`config.mk`:
```
export PLATFORM = sky130hd
export DESIGN_NAME = vec_mmio_bridge_flat
export DESIGN_NICKNAME = d
export VERILOG_FILES = /design/src/rtl/vec_mmio_bridge_if.sv /design/src/rtl/vec_mmio_bridge.sv /design/src/flat_wrapper.sv
export SDC_FILE = /design/constraint.sdc
export NUM_CORES = 1
export LEC_CHECK = 0
export CAP_MARGIN = 5
export CORE_AREA = 2 2 236 238
export CTS_CLUSTER_SIZE = 14
export DETAILED_ROUTE_END_ITERATION = 6
export DIE_AREA = 0 0 238 240
export PLACE_DENSITY = 0.59
export SLEW_MARGIN = 20
export SYNTH_ARGS = -nofsm -noshare
export SYNTH_HDL_FRONTEND = slang
export SYNTH_SLANG_ARGS = --single-unit
```
`constraint.sdc`:
```
create_clock -name clk -period 7.5 [get_ports clk]
set_input_delay 1.5 -clock clk [delete_from_list [all_inputs] [get_ports clk]]
set_output_delay 1.5 -clock clk [all_outputs]
set_load 0.01 [all_outputs]
```
`src/rtl/vec_mmio_bridge_if.sv`:
```
// Bus and vector-register-file signal bundle for vec_mmio_bridge.
// The slave modport is the bridge side; the master modport is the core/register-file side.
interface vec_mmio_bridge_if #(
    parameter int ADDR_W = 16,
    parameter int LANES  = 8,
    parameter int LANE_W = 32,
    parameter int NREGS  = 8
);
    localparam int IDX_W = (NREGS > 1) ? $clog2(NREGS) : 1;

    logic [ADDR_W-1:0]       addr;
    logic [LANE_W-1:0]       wdata;
    logic                    we;
    logic [LANE_W-1:0]       rdata;
    logic                    hit;
    logic                    busy;
    logic                    vec_wr_valid;
    logic                    vec_wr_ready;
    logic [IDX_W-1:0]        vec_wr_idx;
    logic [LANES*LANE_W-1:0] vec_wr_data;
    logic                    vec_rd_req;
    logic [IDX_W-1:0]        vec_rd_idx;
    logic                    vec_rd_valid;
    logic [LANES*LANE_W-1:0] vec_rd_data;

    modport slave (
        input  addr, wdata, we, vec_wr_ready, vec_rd_valid, vec_rd_data,
        output rdata, hit, busy, vec_wr_valid, vec_wr_idx, vec_wr_data, vec_rd_req, vec_rd_idx
    );

    modport master (
        output addr, wdata, we, vec_wr_ready, vec_rd_valid, vec_rd_data,
        input  rdata, hit, busy, vec_wr_valid, vec_wr_idx, vec_wr_data, vec_rd_req, vec_rd_idx
    );
endinterface

```
`src/rtl/vec_mmio_bridge.sv`:
```
// Memory-mapped bridge: the core builds a vector lane by lane, commits it to a vector
// register, or fetches a vector register back into the lane buffer for scalar reads.
module vec_mmio_bridge #(
    parameter int ADDR_W    = 16,
    parameter int BASE_ADDR = 256,
    parameter int LANES     = 8,
    parameter int LANE_W    = 32,
    parameter int NREGS     = 8
) (
    input logic              clk,
    input logic              rst,
    vec_mmio_bridge_if.slave bus
);
    localparam int IDX_W  = (NREGS > 1) ? $clog2(NREGS) : 1;
    localparam int LIDX_W = (LANES > 1) ? $clog2(LANES) : 1;
    localparam logic [ADDR_W:0] WIN_LO = (ADDR_W+1)'(BASE_ADDR);
    localparam logic [ADDR_W:0] WIN_HI = (ADDR_W+1)'(BASE_ADDR + LANES + 2);

    typedef enum logic [1:0] {ST_IDLE, ST_COMMIT, ST_FETCH} state_t;

    state_t                  r_state, w_next_state;
    logic [LANE_W-1:0]       r_buf [LANES];
    logic [LANES-1:0]        r_mask;
    logic                    r_err;
    logic                    r_wr_valid;
    logic                    r_rd_req;
    logic [IDX_W-1:0]        r_wr_idx;
    logic [IDX_W-1:0]        r_rd_idx;
    logic [LANE_W-1:0]       r_rdata;

    logic [ADDR_W-1:0]       w_off;
    logic [LIDX_W-1:0]       w_lane;
    logic                    w_is_lane, w_is_commit, w_is_status, w_is_fetch;
    logic                    w_idx_ok, w_busy;
    logic                    w_lane_wr, w_commit_go, w_fetch_go, w_wr_done, w_rd_done;
    logic                    w_err_set, w_err_clr;
    logic [LANE_W-1:0]       w_status, w_rdata_next;
    logic [LANES*LANE_W-1:0] w_vec;

    // Widened by one bit so the window end cannot wrap at the top of the address space.
    assign bus.hit = ({1'b0, bus.addr} >= WIN_LO) && ({1'b0, bus.addr} <= WIN_HI);

    assign w_off       = bus.addr - ADDR_W'(BASE_ADDR);
    assign w_lane      = w_off[LIDX_W-1:0];
    assign w_is_lane   = bus.hit && (w_off <  ADDR_W'(LANES));
    assign w_is_commit = bus.hit && (w_off == ADDR_W'(LANES));
    assign w_is_status = bus.hit && (w_off == ADDR_W'(LANES + 1));
    assign w_is_fetch  = bus.hit && (w_off == ADDR_W'(LANES + 2));
    assign w_idx_ok    = bus.wdata < LANE_W'(NREGS);
    assign w_busy      = (r_state != ST_IDLE);

    always_ff @(posedge clk) begin
        if (rst) r_state <= ST_IDLE;
        else     r_state <= w_next_state;
    end

    // Bus writes are judged against the current state, so a write landing in the
    // handshake-completion cycle is still rejected as busy.
    always_comb begin
        // NOTE: every output of this block gets a default first, so no path can infer a latch.
        w_next_state = r_state;
        w_lane_wr    = 1'b0;
        w_commit_go  = 1'b0;
        w_fetch_go   = 1'b0;
        w_wr_done    = 1'b0;
        w_rd_done    = 1'b0;
        w_err_set    = 1'b0;
        w_err_clr    = 1'b0;

        if (bus.we) begin
            if (w_is_lane) begin
                if (w_busy) w_err_set = 1'b1;
                else        w_lane_wr = 1'b1;
            end else if (w_is_commit || w_is_fetch) begin
                if (!w_idx_ok || w_busy) w_err_set   = 1'b1;
                else if (w_is_commit)    w_commit_go = 1'b1;
                else                     w_fetch_go  = 1'b1;
            end else if (w_is_status) begin
                w_err_clr = bus.wdata[1];
            end
        end

        case (r_state)
            ST_IDLE: begin
                if (w_commit_go)     w_next_state = ST_COMMIT;
                else if (w_fetch_go) w_next_state = ST_FETCH;
            end
            ST_COMMIT: begin
                if (r_wr_valid && bus.vec_wr_ready) begin
                    w_wr_done    = 1'b1;
                    w_next_state = ST_IDLE;
                end
            end
            ST_FETCH: begin
                if (bus.vec_rd_valid) begin
                    w_rd_done    = 1'b1;
                    w_next_state = ST_IDLE;
                end
            end
            default: w_next_state = ST_IDLE;
        endcase
    end

    always_comb begin
        w_status            = '0;
        w_status[0]         = w_busy;
        w_status[1]         = r_err;
        w_status[2 +: LANES] = r_mask;

        w_rdata_next = '0;
        if (w_is_lane)        w_rdata_next = r_buf[w_lane];
        else if (w_is_status) w_rdata_next = w_status;

        w_vec = '0;
        for (int i = 0; i < LANES; i++) w_vec[i*LANE_W +: LANE_W] = r_buf[i];
    end

    always_ff @(posedge clk) begin
        if (rst) begin
            // NOTE: the lane buffer is architecturally visible after reset, so it is cleared
            // here like any other register rather than left uninitialised as a RAM would be.
            for (int i = 0; i < LANES; i++) r_buf[i] <= '0;
            r_mask     <= '0;
            r_err      <= 1'b0;
            r_wr_valid <= 1'b0;
            r_rd_req   <= 1'b0;
            r_wr_idx   <= '0;
            r_rd_idx   <= '0;
            r_rdata    <= '0;
        end else begin
            // NOTE: non-blocking assignments keep every register update here order-independent.
            r_rdata  <= w_rdata_next;
            r_rd_req <= w_fetch_go;

            if (w_lane_wr) begin
                r_buf[w_lane]  <= bus.wdata;
                r_mask[w_lane] <= 1'b1;
            end
            if (w_commit_go) begin
                r_wr_idx   <= bus.wdata[IDX_W-1:0];
                r_wr_valid <= 1'b1;
            end
            if (w_wr_done) begin
                r_wr_valid <= 1'b0;
                r_mask     <= '0;
            end
            if (w_fetch_go) r_rd_idx <= bus.wdata[IDX_W-1:0];
            if (w_rd_done) begin
                for (int i = 0; i < LANES; i++) r_buf[i] <= bus.vec_rd_data[i*LANE_W +: LANE_W];
                r_mask <= '0;
            end

            // A set in the same cycle as a clear wins.
            if (w_err_set)      r_err <= 1'b1;
            else if (w_err_clr) r_err <= 1'b0;
        end
    end

    assign bus.rdata        = r_rdata;
    assign bus.busy         = w_busy;
    assign bus.vec_wr_valid = r_wr_valid;
    assign bus.vec_wr_idx   = r_wr_idx;
    assign bus.vec_wr_data  = w_vec;
    assign bus.vec_rd_req   = r_rd_req;
    assign bus.vec_rd_idx   = r_rd_idx;
endmodule

```
`src/flat_wrapper.sv`:
```
// flat-port wrapper written by rule: the top's interface ports become plain ports
module vec_mmio_bridge_flat 
#(
    parameter int ADDR_W    = 16,
    parameter int BASE_ADDR = 256,
    parameter int LANES     = 8,
    parameter int LANE_W    = 32,
    parameter int NREGS     = 8
)
  (clk, rst, bus_addr, bus_wdata, bus_we, bus_vec_wr_ready, bus_vec_rd_valid, bus_vec_rd_data, bus_rdata, bus_hit, bus_busy, bus_vec_wr_valid, bus_vec_wr_idx, bus_vec_wr_data, bus_vec_rd_req, bus_vec_rd_idx);
  vec_mmio_bridge_if #(.ADDR_W(ADDR_W), .LANES(LANES), .LANE_W(LANE_W), .NREGS(NREGS)) bus_i ();
  input logic clk;
  input logic rst;
  input wire logic [$bits(bus_i.addr)-1:0] bus_addr;
  input wire logic [$bits(bus_i.wdata)-1:0] bus_wdata;
  input wire logic [$bits(bus_i.we)-1:0] bus_we;
  input wire logic [$bits(bus_i.vec_wr_ready)-1:0] bus_vec_wr_ready;
  input wire logic [$bits(bus_i.vec_rd_valid)-1:0] bus_vec_rd_valid;
  input wire logic [$bits(bus_i.vec_rd_data)-1:0] bus_vec_rd_data;
  output wire logic [$bits(bus_i.rdata)-1:0] bus_rdata;
  output wire logic [$bits(bus_i.hit)-1:0] bus_hit;
  output wire logic [$bits(bus_i.busy)-1:0] bus_busy;
  output wire logic [$bits(bus_i.vec_wr_valid)-1:0] bus_vec_wr_valid;
  output wire logic [$bits(bus_i.vec_wr_idx)-1:0] bus_vec_wr_idx;
  output wire logic [$bits(bus_i.vec_wr_data)-1:0] bus_vec_wr_data;
  output wire logic [$bits(bus_i.vec_rd_req)-1:0] bus_vec_rd_req;
  output wire logic [$bits(bus_i.vec_rd_idx)-1:0] bus_vec_rd_idx;
  assign bus_i.addr = bus_addr;
  assign bus_i.wdata = bus_wdata;
  assign bus_i.we = bus_we;
  assign bus_i.vec_wr_ready = bus_vec_wr_ready;
  assign bus_i.vec_rd_valid = bus_vec_rd_valid;
  assign bus_i.vec_rd_data = bus_vec_rd_data;
  assign bus_rdata = bus_i.rdata;
  assign bus_hit = bus_i.hit;
  assign bus_busy = bus_i.busy;
  assign bus_vec_wr_valid = bus_i.vec_wr_valid;
  assign bus_vec_wr_idx = bus_i.vec_wr_idx;
  assign bus_vec_wr_data = bus_i.vec_wr_data;
  assign bus_vec_rd_req = bus_i.vec_rd_req;
  assign bus_vec_rd_idx = bus_i.vec_rd_idx;
  vec_mmio_bridge #(.ADDR_W(ADDR_W), .BASE_ADDR(BASE_ADDR), .LANES(LANES), .LANE_W(LANE_W), .NREGS(NREGS)) u_core (.clk(clk), .rst(rst), .bus(bus_i));
endmodule
```
==> reports/results.ini, run 1 <==
[timing]
worstMarginPinSlew_ps = 1120
fin_tns_setup_ps = 0
slew_violations = 0
skew_ps = 16.9
slew_headroom_pct = 25.1
final-hold-violation-count = 0
timing.hold.ws_ps = 458
min_period_ps = 5800
clock.fmax_mhz = 172
fin_crit_sh_pct = 77.3
rsz0062_at_grt = no
finalSetupViolCount = 0

[critical_path]
r2r_slack_ps = 4260
crit_path_cell_trace = clkdlybuf4s50_1, nor2b_1, nand2b_4, nor3_2, a21oi_1, nor2_1, clkdlybuf4s50_1
slowest_stage = clkdlybuf4s50_1
critical_path_depth = 7
r2r-start = u_core.r_state[1]$_SDFFE_PP0P_
critPathMaxFanout = 19
crit_path_end = bus_hit
startpoint = bus_addr[1]
critical_path_arrival_ps = 4300
rr_endpoint = u_core.r_buf[3][2]$_DFFE_PP_
cpPeakStageDelay_ps = 1050
ff2ff_path_depth = 6
crit_top_cell = clkdlybuf4s50_1
critPathRequiredTime_ps = 6000
path_buf_inv = 2
cp-end-kind = primary output
worst_setup_path_start_kind = primary input
crit_family = buffers and inverters
path_class = primary input to primary output

[cells_and_area]
final_area_sq_um = 22500
drive_above_1_share_pct = 6.35
fin_nets = 2256
area_growth_pct = 54.8
n_fill_cell = 5298

[synth]
syn_area_sq_um = 14500
ys_types = 62
synth-seq-cells = 307
synth_commonest_cells = 256 x edfxtp_1, 242 x nand2_1, 146 x o21ai_1, 121 x o21ai_0, 79 x nand3_1
yosysSeqAreaShare_pct = 60.0
yosys-top-cells-area = edfxtp_1 53%, dfxtp_1 7.0%, nand2_1 6.3%
syn_nets = 1696
synth_top_area_share_pct = 53.0
yosysMostFrequentCell = edfxtp_1
syn_area_per_cell_sq_um = 10.5
synth-async-reset-ratio_pct = 0
synthesis.instances = 1384
synth_top_area_cell = edfxtp_1
synth_edf_count = 256
synth_ff_type = edfxtp_1
yosysWarnings = 0

[pwr]
pwr_density_cell_nw_per_um2 = 189
power_leakage_nw = 7.34
ir_worst_vdd_v = 0.000117
internal_power_w = 0.00321
power_frac_seq_pct = 46.0
p_clk_share_pct = 41.2
p_sw_share_pct = 24.4
p_total_w = 0.00425
p_switching_w = 0.00104
power_frac_comb_pct = 12.8

[grt]
grt_max_degree = 117
grt_usage_pct = 27.0
grt_pass1_wl_um = 110000
grt_overflow = 0
antenna_found_initial = 8
grt_pass1_vias = 15300

[die]
fp.dieW_um = 238
rows = 86
dieArea_sq_um = 57100
start_util_pct = 26.6
core_sq_um = 54700
ios = 607
die_h_um = 240

[placed_design]
place_congestion = 0.899
port_buffers = 606
hpwl_um = 55400
placed_area_sq_um = 21300

[cts]
cts_tree = yes
clk_pin_slew_ps = 50
cts_resized = 0
post_cts_buffers = 0
worstSkewPairLatency_ps = 540
htree_levels = 2
cts.path.max_buffers = 3
ctsRootBufferMaster = clkbuf_16
holdBufCountCts = 0
numCtsBuffers = 37
cts_sinks = 307

[drt]
ant_nets = 0
drtIter0Drc = 1582
routed_wl_um = 80300
via_per_inst = 5.59
post-route-drc-count = 0
vias = 15000
wl_per_cell_um = 30.0
firstDrtPassIters = 6

[outcome]
status = finished clean

[job]
cap_violations = 0

[hold_path]
hold_path_class = register to register

[worst reg2reg max path, stage by stage, from the launching register on]
cell     delay (ps)
dfxtp_1         390
nor2_1          300
inv_1           150
nor2_1          820
nand4_4         170
nand2_2         540
buf_4           520
[per-stage QoR]
stage / setup slack (ps) / util (%) / cells
6_report: 1700 / 41.1 / 2677
5_1_grt: 1510 / 41.1 / 2675
4_1_cts: 1740 / 41.1 / 2672
3_5_place_dp: 1760 / 39.0 / 2608
3_3_place_gp: 1810 / 39.0 / 2608
2_1_floorplan: 1740 / - / 1384
[cell type report]
type,instances,area [sq um],share of cell area (%)
diodes,4,10.0,0.0446
clock buffers,54,1040,4.63
clock inverters,10,105,0.468
inverters,14,52.6,0.234
multi-input cells,944,5330,23.7
flip-flops and latches,307,8710,38.8
well taps,704,881,3.92
repair buffers,640,6340,28.2
[cell usage in the layout (no fill, tap or decap), types with 3 or more instances in the layout]
cell,count
a221oi_1,25
mux2i_1,10
nand2_1,236
nor3b_2,4
buf_4,33
nand2_2,6
a22oi_1,61
a21oi_1,76
a21boi_0,6
nor2b_1,6
clkdlybuf4s50_1,605
nand3_1,76
nor3_1,4
o21ai_0,119
nand4_4,6
and3_1,3
o21ai_1,145
a32oi_1,9
dfxtp_1,51
edfxtp_1,256
and3_2,3
o211ai_1,4
nor4_1,11
inv_1,13
clkinv_1,3
ha_1,3
or4b_1,3
nand3_2,3
nor2_1,25
clkbuf_8,5
nand4_1,5
clkbuf_1,12
a31oi_1,22
diode_2,4
o31ai_1,4
a22o_1,28
o21ai_4,3
clkbuf_16,37
[registers in the layout (all words and copies together), names as in the netlist]
name	count
u_core.r_buf	256
u_core.bus.vec_rd_idx	3
u_core.bus.rdata	32
u_core.r_err	1
u_core.bus.vec_wr_valid	1
u_core.r_state	2
u_core.bus.vec_wr_idx	3
u_core.bus.vec_rd_req	1
u_core.r_mask	8
[worst min path at each step]
stage          cells past startpoint                             end                          start  slack, ps
3_3_place_gp                       2   u_core.r_mask[5]$_SDFFE_PP0N_  u_core.r_mask[5]$_SDFFE_PP0N_        440
5_1_grt                            2  u_core.bus.rdata[2]$_SDFF_PP0_  u_core.r_mask[0]$_SDFFE_PP0N_        470
3_5_place_dp                       2   u_core.r_mask[1]$_SDFFE_PP0N_  u_core.r_mask[1]$_SDFFE_PP0N_        450
4_1_cts                            2   u_core.r_mask[1]$_SDFFE_PP0N_  u_core.r_mask[1]$_SDFFE_PP0N_        460
2_1_floorplan                      2  u_core.bus.rdata[2]$_SDFF_PP0_  u_core.r_mask[0]$_SDFFE_PP0N_        430
6_report                           2   u_core.r_mask[1]$_SDFFE_PP0N_  u_core.r_mask[1]$_SDFFE_PP0N_        460
[power by group through the flow]
stage / logic [W] / registers (W) / clock network [W]
6_report: 0.000544 / 0.00196 / 0.00175
3_5_place_dp: 0.000541 / 0.00199 / 0
3_3_place_gp: 0.000540 / 0.00199 / 0
2_1_floorplan: 0.000115 / 0.00200 / 0
4_1_cts: 0.000544 / 0.00196 / 0.00177
5_1_grt: 0.000567 / 0.00196 / 0.00183
[kinds of logic after synthesis]
kind of cell | after synthesis | share of synthesized area, %
adder cells (fa/ha/maj) | 3 | 0.259
XOR/XNOR | 2 | 0.121
flip-flops | 307 | 60.0
multiplexers | 12 | 0.922
buffers and inverters | 133 | 4.06
AND/OR/NAND/NOR | 413 | 13.4
AO/OA/AOI/OAI | 514 | 21.2
[per-layer routing]
layer | share of wire (%) | up-vias | wire, um | GRT usage, %
li1 | - | 6358 | - | -
met1 | 36 | 7265 | 29200 | 31.3
met2 | 48 | 1087 | 38800 | 46.1
met3 | 11 | 238 | 8860 | 8.42
met4 | 4.2 | 10 | 3400 | 11.6
met5 | 0.087 | - | 70 | 0
Note: power is estimated with default switching activity, not from simulation.
==> run 2: changes to the inputs <==
==> constraint.sdc (replaced) <==
create_clock -name clk -period 5.6 [get_ports clk]
set_input_delay 1.12 -clock clk [delete_from_list [all_inputs] [get_ports clk]]
set_output_delay 1.12 -clock clk [all_outputs]
set_load 0.01 [all_outputs]
==> run 2 against run 1 <==
Net effect:
- final cell count grew 0.67%
- global-route usage is 0.43 points higher
- utilization up 0.37 points
- sequential cell count is the same
- routed wire length grew 1.6%
- register-to-register slack got worse by 1700 ps
- die area stayed put
- clock-buffer cell count decreased by 1
- final area is 0.91% higher
- sequential share of layout area is 0.35 points lower
- largest cell class unchanged
- largest power group unchanged
==> reports/results.ini, run 2 (synthesis results as in run 1) <==
[critical_path]
path_class = primary input to primary output
critPathMaxFanout = 4
cpPeakStageDelay_ps = 570
crit_path_cell_trace = clkdlybuf4s50_1, or4_1, nor2_1, and3_1, a21oi_1, nor2_1, clkdlybuf4s50_1
slowest_stage = or4_1
worst_setup_path_start_kind = primary input
cp-end-kind = primary output
r2r-start = u_core.r_state[1]$_SDFFE_PP0P_
startpoint = bus_addr[12]
critical_path_arrival_ps = 3510
critPathRequiredTime_ps = 4480

[placed_design]
dp_cells = 2622
placed_area_sq_um = 21500
place_congestion = 0.903
hpwl_um = 57400
port_buffers = 606

[die]
rows = 86
start_util_pct = 26.6
dieArea_sq_um = 57100
die_h_um = 240
core_sq_um = 54700
fp.dieW_um = 238
ios = 607

[drt]
vias = 15100
routed_wl_um = 81500
wl_per_cell_um = 30.3
via_per_inst = 5.60
firstDrtPassIters = 5
ant_nets = 0
post-route-drc-count = 0
drtIter0Drc = 1560

[timing]
rsz0062_at_grt = no
slew_headroom_pct = 23.3
final-hold-violation-count = 0
finalSetupViolCount = 0
fin_tns_setup_ps = 0
min_period_ps = 4630
fin_crit_sh_pct = 82.7
clock.fmax_mhz = 216
skew_ps = 16.6
slew_violations = 0
timing.hold.ws_ps = 462
worstMarginPinSlew_ps = 1150

[cts]
worstSkewPairLatency_ps = 550
cts.path.max_buffers = 3
clk_pin_slew_ps = 60
numCtsBuffers = 37
ctsRootBufferMaster = clkbuf_16
post_cts_buffers = 0
cts_resized = 0
cts_sinks = 307
cts_tree = yes
holdBufCountCts = 0
htree_levels = 2

[grt]
antenna_found_initial = 8
grt_pass1_vias = 15300
grt_pass1_wl_um = 111000
grt_max_degree = 112
grt_overflow = 0
grt_usage_pct = 27.4

[pwr]
power_leakage_nw = 7.46
ir_worst_vdd_v = 0.000170
pwr_density_cell_nw_per_um2 = 255

[cells_and_area]
regArea_sq_um = 8710
n_fill_cell = 5380
layout.cells.non_filler = 2695
drive_above_1_share_pct = 7.15
multiInputGateArea_sq_um = 5330
final_area_sq_um = 22700
fin_nets = 2269
final_cell_mix = 605 x clkdlybuf4s50_1, 256 x edfxtp_1, 236 x nand2_1
largest_register = u_core.r_buf
area_growth_pct = 56.2
largest_reg_flops = 256
final_common_cell = clkdlybuf4s50_1

[hold_path]
hold_path_class = register to register
hp-start = u_core.r_mask[0]$_SDFFE_PP0N_

[job]
cap_violations = 0

[outcome]
status = finished clean

## run 2: cell types whose count changed in the layout (fill, tap and decap cells not counted), moves of 2 or more
cell / delta
clkbuf_16: +2
clkinv_2: +2
buf_4: +10
buf_12: +4
clkbuf_1: -3
clkinv_1: +3
## run 2: metal layers
| layer | vias to the layer above | track usage, % | share of wire [%] |
|---|---|---|---|
| li1 | 6402 | - | - |
| met1 | 7376 | 32.4 | 37 |
| met2 | 1119 | 47.7 | 49 |
| met3 | 194 | 6.61 | 10 |
| met4 | 12 | 11.4 | 3.9 |
| met5 | - | 0 | 0.097 |
## run 2: area by class of cell
class                      count  area share, %
antenna                        5         0.0552
timing repair buffer         653           28.6
clock inverter                15          0.563
multi-input combinational    944           23.5
inverter                      14          0.232
clock buffer                  53           4.76
tap                          704           3.89
sequential                   307           38.4
## run 2: worst paths after layout
kind / cells after the start / slack (ps) / to
min reg2reg: 2 / 460 / u_core.bus.rdata[2]$_SDFF_PP0_
min: 2 / 460 / u_core.bus.rdata[2]$_SDFF_PP0_
max reg2reg: 6 / 2610 / u_core.r_buf[2][11]$_DFFE_PP_
max: 7 / 970 / bus_hit
## run 2: power by group
group | leakage (nW) | switching, W | internal, W
sequential | 3.04 | 0.0000647 | 0.00255
clock | 0.589 | 0.00100 | 0.00143
combinational | 3.82 | 0.000357 | 0.000381
## run 2: stage by stage
| step | utilization (%) | power [W] | setup WS, ps |
|---|---|---|---|
| after CTS | 41.5 | 0.00581 | 979 |
| final | 41.5 | 0.00579 | 967 |
| after global placement | 39.2 | 0.00340 | 915 |
| after floorplan | - | 0.00283 | 220 |
| after global routing | 41.5 | 0.00594 | 839 |
| after detailed placement | 39.2 | 0.00340 | 977 |
## run 2: worst max-delay path, delay by kind of cell
kind	cells	cell delay (ps)
AO/OA/AOI/OAI	1	100
AND/OR/NAND/NOR	4	1290
buffers and inverters	2	1010
==> run 3: changes to the inputs <==
==> constraint.sdc (replaced) <==
create_clock -name clk -period 4.7 [get_ports clk]
set_input_delay 0.94 -clock clk [delete_from_list [all_inputs] [get_ports clk]]
set_output_delay 0.94 -clock clk [all_outputs]
set_load 0.01 [all_outputs]
==> run 3 against run 2 <==
Net effect:
- final cell count is 0.78% higher
- non-clock buffer count is 19 higher
- die area stayed put
- sequential cell count stayed put
- via count is 0.39% higher
- first-iteration DRC count is 11% lower
- final area is 0.98% higher
- clock-buffer cell count is 2 lower
- clock skew is 1.6 ps lower
- routed wire length is 1.8% higher
- critical path depth stayed put
- global-route usage is 0.53 points higher
- critical path type unchanged
- critical endpoint unchanged
- largest cell class unchanged
- largest power group unchanged
==> reports/results.ini, run 3 (synthesis results as in run 1) <==
[outcome]
status = finished clean

[timing]
slew_violations = 0
fin_crit_sh_pct = 91.9
skew_ps = 15.1
clock.fmax_mhz = 231
worstMarginPinSlew_ps = 1110
min_period_ps = 4320
rsz0062_at_grt = no
slew_headroom_pct = 25.6
finalSetupViolCount = 0
final-hold-violation-count = 0

[pwr]
ir_worst_vdd_v = 0.000223
pwr_density_cell_nw_per_um2 = 302
p_sw_share_pct = 25.0
p_clk_share_pct = 41.8
power_leakage_nw = 7.57
p_switching_w = 0.00173
internal_power_w = 0.00518
p_total_w = 0.00691
power_frac_seq_pct = 45.1
power_frac_comb_pct = 13.0

[cells_and_area]
final_cell_mix = 605 x clkdlybuf4s50_1, 256 x edfxtp_1, 236 x nand2_1
multiInputGateArea_sq_um = 5330
fin_nets = 2290
final_common_cell = clkdlybuf4s50_1
regArea_sq_um = 8710
largest_register = u_core.r_buf
largest_reg_flops = 256
drive_above_1_share_pct = 8.22
final_util_pct = 41.9
n_fill_cell = 5272
area_growth_pct = 57.7

[die]
dieArea_sq_um = 57100
die_h_um = 240
rows = 86
start_util_pct = 26.6
fp.dieW_um = 238
ios = 607
core_sq_um = 54700

[drt]
post-route-drc-count = 0
firstDrtPassIters = 5
routed_wl_um = 83000
drtIter0Drc = 1394
wl_per_cell_um = 30.6
ant_nets = 0
vias = 15200
via_per_inst = 5.58

[critical_path]
startpoint = bus_addr[12]
path_class = primary input to primary output
crit_path_cell_trace = clkdlybuf4s50_1, or4_1, nor2_1, and3_1, a21oi_1, nor2_1, clkdlybuf4s50_1
critPathRequiredTime_ps = 3760
critical_path_arrival_ps = 3380
critPathMaxFanout = 4
cpPeakStageDelay_ps = 570
cp-end-kind = primary output
slowest_stage = or4_1
worst_setup_path_start_kind = primary input
r2r-start = u_core.r_state[1]$_SDFFE_PP0P_

[grt]
antenna_found_initial = 11
grt_pass1_wl_um = 113000
grt_pass1_vias = 15500
grt_usage_pct = 28.0
grt_overflow = 0
grt_max_degree = 77

[cts]
ctsRootBufferMaster = clkbuf_16
cts_sinks = 307
post_cts_buffers = 0
holdBufCountCts = 0
htree_levels = 2
cts.path.max_buffers = 3
worstSkewPairLatency_ps = 540
clk_pin_slew_ps = 50
cts_resized = 0
cts_tree = yes
numCtsBuffers = 39

[placed_design]
port_buffers = 606
hpwl_um = 58300
place_congestion = 0.908

[job]
cap_violations = 0

[hold_path]
hold_path_class = register to register
hp-start = u_core.r_mask[2]$_SDFFE_PP0N_

-- run 3: power by group through the flow --
stage               Combinational [W]  Clock [W]  Sequential [W]
global route                 0.000937    0.00303         0.00312
floorplan                    0.000184          0         0.00319
finish                       0.000901    0.00289         0.00312
detailed placement           0.000894          0         0.00317
global placement             0.000895          0         0.00317
CTS                          0.000899    0.00292         0.00312
-- run 3: stage by stage --
step | instances | hold WS (ps) | cell area [sq um] | worst slack (ps) | TNS, ps
floorplan | 1384 | 432 | 14500 | -500 | -31980
global placement | 2641 | 442 | 21700 | 411 | 0
detailed placement | 2641 | 449 | 21700 | 416 | 0
CTS | 2712 | 460 | 22900 | 410 | 0
global route | 2715 | 489 | 22900 | 312 | 0
finish | 2716 | 461 | 22900 | 380 | 0
-- run 3: metal layers --
| layer | vias to the layer above | routed length, um | global-route usage [%] |
|---|---|---|---|
| li1 | 6433 | - | - |
| met1 | 7459 | 30700 | 32.5 |
| met4 | 16 | 3420 | 11.4 |
| met3 | 232 | 8250 | 7.27 |
| met5 | - | 108 | 0 |
| met2 | 1022 | 40500 | 49.0 |
-- run 3: final timing paths --
| path | to | slack [ps] | depth (start not counted) |
|---|---|---|---|
| max | bus_hit | 380 | 7 |
| min | u_core.r_mask[2]$_SDFFE_PP0N_ | 460 | 2 |
| max reg2reg | u_core.bus.vec_wr_idx[1]$_SDFFE_PP0P_ | 2170 | 6 |
| min reg2reg | u_core.r_mask[2]$_SDFFE_PP0N_ | 460 | 2 |
-- run 3: final cells by class --
cell class	count	share of cell area [%]
Sequential cell	307	38.0
Clock buffer	51	4.69
Tap cell	704	3.85
Antenna cell	4	0.0437
Timing Repair Buffer	672	29.3
Clock inverter	20	0.612
Inverter	14	0.230
Multi-Input combinational cell	944	23.3
-- run 3: critical path, delay by kind of cell --
family	cells	cell delay [ps]
buf+inv	2	1040
simple gates	4	1280
compound gates	1	110
